## config.mk

```make
export PLATFORM = sky130hd
export DESIGN_NAME = stream_match_monitor
export DESIGN_NICKNAME = d
export VERILOG_FILES = /design/src/rtl/stream_match_pkg.sv /design/src/rtl/stream_match_monitor_sat_counter.sv /design/src/rtl/stream_match_monitor.sv
export SDC_FILE = /design/constraint.sdc
export NUM_CORES = 1
export LEC_CHECK = 0
export ABC_AREA = 1
export BUFFER_PORTS_ARGS = -buffer_cell sky130_fd_sc_hd__buf_2
export CORE_AREA = 10 10 70 87
export CTS_CLUSTER_DIAMETER = 50
export CTS_CLUSTER_SIZE = 25
export DETAILED_ROUTE_END_ITERATION = 6
export DIE_AREA = 0 0 80 97
export PLACE_DENSITY_LB_ADDON = 0.08
export SYNTH_ARGS = -nofsm -noshare
export SYNTH_HDL_FRONTEND = slang
export SYNTH_SLANG_ARGS = --single-unit
```

## constraint.sdc

```tcl
create_clock -name clk -period 1.6 [get_ports clk]
set_clock_uncertainty 0.15 [all_clocks]
set_input_delay 0.32 -clock clk [delete_from_list [all_inputs] [get_ports clk]]
set_output_delay 0.32 -clock clk [all_outputs]
set_load 0.03 [all_outputs]
```

## src/rtl/stream_match_pkg.sv

```systemverilog
// Shared types and width helpers for the stream match monitor.
package stream_match_pkg;

    typedef enum logic {
        SEARCH = 1'b0,
        LOCKED = 1'b1
    } mon_state_t;

    // Counter width able to hold 0..n-1, never narrower than one bit.
    function automatic int unsigned cnt_w(input int unsigned n);
        return (n <= 1) ? 1 : $clog2(n);
    endfunction

endpackage

```

## src/rtl/stream_match_monitor_sat_counter.sv

```systemverilog
// Saturating up-counter with synchronous clear; feeds the lifetime error total.
module sat_counter #(
    parameter int unsigned WIDTH = 16
) (
    input  logic             clk,
    input  logic             areset,
    input  logic             inc,
    input  logic             clr,
    output logic [WIDTH-1:0] value
);

    // Count up, holding at all-ones instead of wrapping.
    always_ff @(posedge clk or posedge areset) begin
        if (areset) begin
            value <= '0;
        end else if (clr) begin
            value <= '0;
        end else if (inc && (value != '1)) begin
            value <= value + WIDTH'(1);
        end
    end

endmodule

```

## src/rtl/stream_match_monitor.sv

```systemverilog
// Lock acquisition and windowed error scoring on a per-cycle match stream.
// Optional lifetime error total enabled by defining STREAM_MATCH_STATS_EN.
module stream_match_monitor
    import stream_match_pkg::*;
#(
    parameter int unsigned LOCK_RUN  = 8,
    parameter int unsigned WINDOW    = 64,
    parameter int unsigned MAX_ERR   = 4,
    parameter int unsigned ERR_TOT_W = 16
) (
    input  logic                         clk,
    input  logic                         areset,
    input  logic                         clear,
    input  logic                         in_valid,
    input  logic                         in_match,
    output logic                         locked,
    output logic                         win_done,
    output logic [$clog2(WINDOW+1)-1:0]  win_errs,
    output logic                         lol,
    output logic [ERR_TOT_W-1:0]         err_total
);

    localparam int unsigned RW = cnt_w(LOCK_RUN);
    localparam int unsigned WW = cnt_w(WINDOW);
    localparam int unsigned EW = $clog2(WINDOW + 1);

    mon_state_t    state, state_nxt;
    logic [RW-1:0] run_cnt, run_cnt_nxt;
    logic [WW-1:0] win_cnt, win_cnt_nxt;
    logic [EW-1:0] err_cnt, err_cnt_nxt;
    logic [EW-1:0] win_errs_nxt;
    logic [EW-1:0] e;
    logic          win_done_nxt;
    logic          lol_nxt;

    // State, counters and registered outputs.
    always_ff @(posedge clk or posedge areset) begin
        if (areset) begin
            state    <= SEARCH;
            run_cnt  <= '0;
            win_cnt  <= '0;
            err_cnt  <= '0;
            win_errs <= '0;
            win_done <= 1'b0;
            lol      <= 1'b0;
        end else begin
            state    <= state_nxt;
            run_cnt  <= run_cnt_nxt;
            win_cnt  <= win_cnt_nxt;
            err_cnt  <= err_cnt_nxt;
            win_errs <= win_errs_nxt;
            win_done <= win_done_nxt;
            lol      <= lol_nxt;
        end
    end

    // Next-state: lock search, window scoring and loss-of-lock decision.
    always_comb begin
        state_nxt    = state;
        run_cnt_nxt  = run_cnt;
        win_cnt_nxt  = win_cnt;
        err_cnt_nxt  = err_cnt;
        win_errs_nxt = win_errs;
        win_done_nxt = 1'b0;
        lol_nxt      = 1'b0;
        e            = err_cnt + EW'(~in_match);

        if (clear) begin
            // Restart discards any coincident sample and never signals lol.
            state_nxt    = SEARCH;
            run_cnt_nxt  = '0;
            win_cnt_nxt  = '0;
            err_cnt_nxt  = '0;
            win_errs_nxt = '0;
        end else if (in_valid) begin
            case (state)
                SEARCH: begin
                    if (!in_match) begin
                        run_cnt_nxt = '0;
                    end else if (run_cnt == RW'(LOCK_RUN - 1)) begin
                        state_nxt   = LOCKED;
                        run_cnt_nxt = '0;
                        win_cnt_nxt = '0;
                        err_cnt_nxt = '0;
                    end else begin
                        run_cnt_nxt = run_cnt + RW'(1);
                    end
                end
                LOCKED: begin
                    if (win_cnt == WW'(WINDOW - 1)) begin
                        win_errs_nxt = e;
                        win_done_nxt = 1'b1;
                        win_cnt_nxt  = '0;
                        err_cnt_nxt  = '0;
                        if (e > EW'(MAX_ERR)) begin
                            state_nxt   = SEARCH;
                            lol_nxt     = 1'b1;
                            run_cnt_nxt = '0;
                        end
                    end else begin
                        win_cnt_nxt = win_cnt + WW'(1);
                        err_cnt_nxt = e;
                    end
                end
                default: state_nxt = SEARCH;
            endcase
        end
    end

    assign locked = (state == LOCKED);

`ifdef STREAM_MATCH_STATS_EN
    logic tot_inc;

    assign tot_inc = in_valid & ~in_match & (state == LOCKED) & ~clear;

    sat_counter #(
        .WIDTH (ERR_TOT_W)
    ) u_err_total (
        .clk    (clk),
        .areset (areset),
        .inc    (tot_inc),
        .clr    (clear),
        .value  (err_total)
    );
`else
    assign err_total = '0;
`endif

endmodule

```

==> impl_metrics.tcl, run 1 <==
set metrics [dict create \
    antenna_found_initial 0 \
    synthDominantAreaCellType "dfrtp_1" \
    cts_tree "done" \
    fin_crit_sh 1.082 \
    dp.cells 278 \
    ys_async_sr_fraction 1.000 \
    placementRows 27 \
    drive_above_1_share 0.4632 \
    r2r-start "err_cnt[0]$_DFFE_PP0P_" \
    fin_ws_ps -131.7 \
    core_area_um2 4392 \
    end_kind "flop" \
    cts_made_buffers 3 \
    clock_latency_ps 270 \
    synth_edf_count 0 \
    power_density_nw_per_um2 832.1 \
    synth_top_area_frac 0.4330 \
    hold_end "win_cnt[2]$_DFFE_PP0P_" \
    clockRootBuffer "clkbuf_8" \
    drt-total-wl_mm 4.072 \
    criticalPathCategory "flop to flop" \
    hold_path_class "input port to flop" \
    grt_overflow_total 0 \
    portBuffers 14 \
    ys_ff_latch 26 \
    violations "negative setup slack" \
    drtPass1Iterations 5 \
    grt_max_degree 27 \
    p_total_uw 1769 \
    leakage_uw 0.001130 \
    cts_buffer_depth 2 \
    ys_types 26 \
    synth_cells 185 \
    yosysWarnings 0 \
    clk_pin_slew_ps 90 \
    r2r_setup_slack_ps -130 \
    vias 1310 \
    maxCapViolCount 0 \
    htree_levels 1 \
    postSynthAreaPerCell_um2 8.123 \
    hold_viol 0 \
    nNetsFinal 244 \
    track_usage 0.1030 \
    critPathArrivalTime_ps 1740 \
    synth_most_common_cell "nand2_1" \
    ir_worst_vdd_v 0.0003359 \
    synth_ff_type "dfrtp_1" \
    r2r-end "run_cnt[0]$_DFFE_PP0P_" \
    status "finished with violations" \
    num_antenna_cells 0 \
    area.growth.synth_to_final_pct 41.47 \
    setup_violations 19 \
    drtAntennaViolNets 0 \
    grt_pass1_vias 1377 \
    maxSlewViolCount 0 \
    drtIter0Drc 59 \
    die_y_um 97 \
    grt_pass1_wl_mm 6.582 \
    die_area_um2 7760 \
    rsz0062_at_grt "yes" \
    netlist_area_um2 1503 \
    layout_min_cycle_time_ps 1732 \
    r2r_cells 11 \
    finalWeightedCongestion 0.8107 \
    yosysSeqAreaShare 0.4330 \
    synth_area_leaders "dfrtp_1 43%, nand2_1 10%, buf_4 8.5%" \
    ios 31 \
    drc_errors 0 \
    critPathLaunchType "flop" \
    start_util 0.3422 \
    final_cells 289 \
    wl_per_cell_um 14.09 \
    max_freq_mhz 577.5 \
    die_w_um 80 \
    critical_path_required_ps 1610 \
    crit_fanout 6 \
    cts_sinks 26 \
    worstHoldStart "clear" \
    min_delay_path_depth 2 \
    vias_per_cell 4.533 \
    synth_common_cells "42 x nand2_1, 26 x dfrtp_1, 25 x inv_1" \
    hpwl_mm 2.806 \
]
how the worst max path moves through the flow:
stage,startpoint,endpoint,slack [ps],depth (start not counted)
final,err_cnt[0]$_DFFE_PP0P_,run_cnt[0]$_DFFE_PP0P_,-130,11
after global routing,err_cnt[0]$_DFFE_PP0P_,run_cnt[1]$_DFFE_PP0P_,-260,11
after CTS,err_cnt[0]$_DFFE_PP0P_,run_cnt[1]$_DFFE_PP0P_,-180,11
after detailed placement,in_match,run_cnt[0]$_DFFE_PP0P_,-220,12
after global placement,in_match,run_cnt[0]$_DFFE_PP0P_,-230,12
after floorplan,err_cnt[0]$_DFFE_PP0P_,run_cnt[0]$_DFFE_PP0P_,0.5,10
per-layer routing:
metal,wire length (um),part of all wire,vias up,global-route usage
met5,0,0,-,0
met4,43,0.011,0,0.02432
met3,158,0.039,4,0.02126
met2,2156,0.53,20,0.1836
met1,1713,0.42,626,0.1194
li1,-,-,660,-
cell type report:
type | count | area, um2
Clock buffer | 3 | 41.29
Fill cell | 457 | 2266
Sequential cell | 26 | 651.9
Multi-Input combinational cell | 129 | 912.1
Tap cell | 58 | 72.57
Timing Repair Buffer | 44 | 329.1
Inverter | 29 | 118.9
worst max-delay path, cell delays in order, from the launching register on:
cell and delay, ps:
dfrtp_1 420, ha_4 150, inv_2 30, ha_4 170, inv_1 70, nand2_1 80, nand3_2 80, nand3_2 90
nor2_4 120, nand3_4 120, nand3_2 100, nand2_1 50
timing repair:
item                                    CTS  global route
pin swaps                                15             7
endpoints found under the setup margin   24            26
buffers inserted                          4             2
gates resized for setup                  32            33
hold endpoints to repair                 26             0
cloned                                    1             0
hold buffers                              1             0
power by group:
| part | internal (uW) | leakage, uW | total, uW | switching [uW] |
|---|---|---|---|---|
| Clock | 169 | 0.0000216 | 374 | 205 |
| Combinational | 262 | 0.000752 | 671 | 409 |
| Sequential | 689 | 0.000357 | 724 | 35.4 |
| Total | 1120 | 0.00113 | 1770 | 650 |
placed cells by master, fill, tap and decap left out, drive strengths merged:
| cell type | synthesis | layout |
|---|---|---|
| xnor2 | 1 | 1 |
| nand4 | 3 | 4 |
| dfrtp | 26 | 26 |
| o41ai | 1 | 1 |
| dlygate4sd3 | 0 | 1 |
| inv | 29 | 29 |
| nand2 | 44 | 44 |
| buf | 17 | 43 |
| ha | 6 | 6 |
| conb | 1 | 16 |
| a31oi | 1 | 1 |
| a21oi | 3 | 3 |
| clkbuf | 0 | 3 |
| nor3 | 3 | 3 |
| o21ai | 12 | 12 |
| nor4 | 1 | 1 |
| o22ai | 6 | 6 |
| nand3 | 16 | 16 |
| nor2 | 15 | 15 |
kinds of logic (layout without fill, tap and decap cells):
group,Yosys count,in the layout,synth area share
compound gates,23,23,0.08744
xor+xnor,1,1,0.005830
fa+ha+maj,6,6,0.04996
buf+inv,46,76,0.1574
flops,26,26,0.4330
other cells,1,16,0.002496
simple gates,82,83,0.2640
flip-flops by register name (all words and copies together), names as in the netlist:
name,count
err_cnt,7
locked,1
lol,1
run_cnt,3
win_cnt,6
win_done,1
win_errs,7
stage by stage:
| step | hold slack (ps) | instance area [um2] | worst slack [ps] | utilization | setup TNS (ps) |
|---|---|---|---|---|---|
| after floorplan | 210.0 | 1594 | 0.5485 | - | 0 |
| after global placement | 250.4 | 1794 | -227.3 | 0.4085 | -1248 |
| after detailed placement | 263.4 | 1794 | -224.3 | 0.4085 | -1524 |
| after CTS | 160.1 | 1984 | -181.6 | 0.4519 | -1040 |
| after global routing | 178.1 | 2126 | -256.6 | 0.4840 | -3008 |
| final | 186.8 | 2126 | -131.7 | 0.4840 | -1120 |
Power figures use the tool's default switching activity.
==> inputs of run 2 (changes only) <==
--- a/config.mk
+++ b/config.mk
@@ -7,11 +7,11 @@
 export LEC_CHECK = 0
 export ABC_AREA = 1
 export BUFFER_PORTS_ARGS = -buffer_cell sky130_fd_sc_hd__buf_2
-export CORE_AREA = 10 10 70 87
+export CORE_AREA = 8 8 68 85
 export CTS_CLUSTER_DIAMETER = 50
 export CTS_CLUSTER_SIZE = 25
 export DETAILED_ROUTE_END_ITERATION = 6
-export DIE_AREA = 0 0 80 97
+export DIE_AREA = 0 0 76 93
 export PLACE_DENSITY_LB_ADDON = 0.08
 export SYNTH_ARGS = -nofsm -noshare
 export SYNTH_HDL_FRONTEND = slang
==> run 2 against run 1 <==
Against the previous run: the run still ends with negative setup slack left; combinational power down 3%; total power up 2.7%; clock power up 17%; cell area up 1.6%; sequential share of layout area down 0.50 points; global-route usage up 0.68 points; register-to-register slack about the same; critical endpoint is now run_cnt[2]$_DFFE_PP0P_; largest power group unchanged.
==> impl_metrics.tcl, run 2 (synthesis results as in run 1) <==
set metrics [dict create \
    status "finished with violations" \
    violations "negative setup slack" \
    layout_common_cells "27 x nand2_1, 26 x buf_4, 25 x dfrtp_1, 17 x inv_1, 16 x conb_1" \
    die_area_um2 7068 \
    r2r_setup_slack_ps -150 \
    grt_max_degree 27 \
    drt-total-wl_mm 4.040 \
    nNetsFinal 246 \
    antenna_found_initial 0 \
    cp_top_family "simple AND/OR/NAND/NOR gates" \
    cts_made_buffers 3 \
    area.growth.synth_to_final_pct 43.80 \
    placementRows 28 \
    grt_overflow_total 0 \
    critPathSlowestCell "dfrtp_1" \
    vias_per_cell 4.483 \
    finalWeightedCongestion 0.8086 \
    criticalPathCategory "flop to flop" \
    power_density_nw_per_um2 840.5 \
    num_antenna_cells 0 \
    reg_top3 "err_cnt (7), win_errs (7), win_cnt (6)" \
    critical_path_required_ps 1620 \
    cts_sinks 26 \
    path_cells "ha_4 -> inv_4 -> ha_4 -> nand3_2 -> nand2_2 -> nand2_2 -> nor2_4 -> nand3_4 -> nand3_1 -> nand2_1" \
    grt_pass1_wl_mm 6.251 \
    fin_ws_ps -145.3 \
    r2r_cells 10 \
    clockRootBuffer "clkbuf_8" \
    hold_path_class "input port to flop" \
    ios 31 \
    hpwl_mm 2.778 \
    drtAntennaViolNets 0 \
    crit_fanout 6 \
    end_kind "flop" \
    fin_crit_sh 1.091 \
    slowest_delay_ps 440 \
    worst-path-stages 10 \
    wl_per_cell_um 13.74 \
    cts_tree "done" \
    drtPass1Iterations 4 \
    clock_latency_ps 270 \
    htree_levels 1 \
    drc_errors 0 \
    critPathLaunchType "flop" \
    maxSlewViolCount 0 \
    portBuffers 14 \
    clk_pin_slew_ps 90 \
    final_util 0.4781 \
    rsz0062_at_grt "yes" \
    drtIter0Drc 61 \
    path_buf_inv 1 \
    max_freq_mhz 573.0 \
    final_common_cell "nand2_1" \
    critPathArrivalTime_ps 1770 \
    holdWs_ps 151.9 \
    layout_min_cycle_time_ps 1745 \
    place_ws_ps -212.1 \
    ir_worst_vdd_v 0.0004486 \
    vias 1318 \
    track_usage 0.1098 \
    grt_pass1_vias 1325 \
    drive_above_1_share 0.4744 \
    cts_buffer_depth 2 \
    setup_violations 16 \
    min_delay_path_depth 2 \
    maxCapViolCount 0 \
    core_area_um2 4519 \
    start_util 0.3325 \
    die_w_um 76 \
    p_total_uw 1816 \
    hold_viol 0 \
    leakage_uw 0.001126 \
    die_y_um 93 \
]
==> run 2: changes by cell type in the layout (fill, tap and decap cells not counted), sizes merged <==
cell / change
clkbuf: +1
buf: +2
==> run 2: layer usage <==
layer | part of all wire | track usage | up-vias | routed length (um)
met3 | 0.030 | 0.02207 | 7 | 121
met2 | 0.54 | 0.1997 | 15 | 2194
met4 | 0.018 | 0.04918 | 0 | 72
li1 | - | - | 662 | -
met1 | 0.41 | 0.1204 | 634 | 1651
met5 | 0 | 0 | - | 0
==> run 2: cell type report <==
cell class	instances	area, um2
Fill cell	431	2359
Multi-Input combinational cell	129	914.6
Sequential cell	26	651.9
Timing Repair Buffer	46	340.3
Inverter	29	123.9
Tap cell	60	75.07
Clock buffer	4	55.05
==> run 2: repair_timing <==
action                     4_1_cts  5_1_grt
gates resized for setup         28       39
buffers inserted                 3        5
pin swaps                       11       10
hold endpoints to repair        26        0
gates cloned                     1        0
setup endpoints to repair       24       26
hold buffers                     1        0
==> run 2: through the flow <==
step | TNS [ps] | area, um2 | cells
after floorplan | 0 | 1594 | 200
after CTS | -1118 | 1974 | 289
after global routing | -2707 | 2161 | 294
after detailed placement | -1422 | 1797 | 280
after global placement | -1022 | 1797 | 280
final | -833.5 | 2161 | 294
==> run 2: final timing paths <==
kind                                         start                 endpoint
min in group asynchronous                   areset       win_done$_DFF_PP0_
hold reg to reg            win_errs[1]$_DFFE_PP0P_  win_errs[1]$_DFFE_PP0P_
max in group asynchronous                   areset       locked$_DFFE_PP0P_
hold / removal                               clear   win_cnt[2]$_DFFE_PP0P_
setup reg to reg            err_cnt[0]$_DFFE_PP0P_   run_cnt[2]$_DFFE_PP0P_
setup / recovery            err_cnt[0]$_DFFE_PP0P_   run_cnt[2]$_DFFE_PP0P_
==> run 2: power by group <==
part	switching [uW]	internal [uW]
Combinational	394	258
Sequential	39.1	689
Clock	216	220
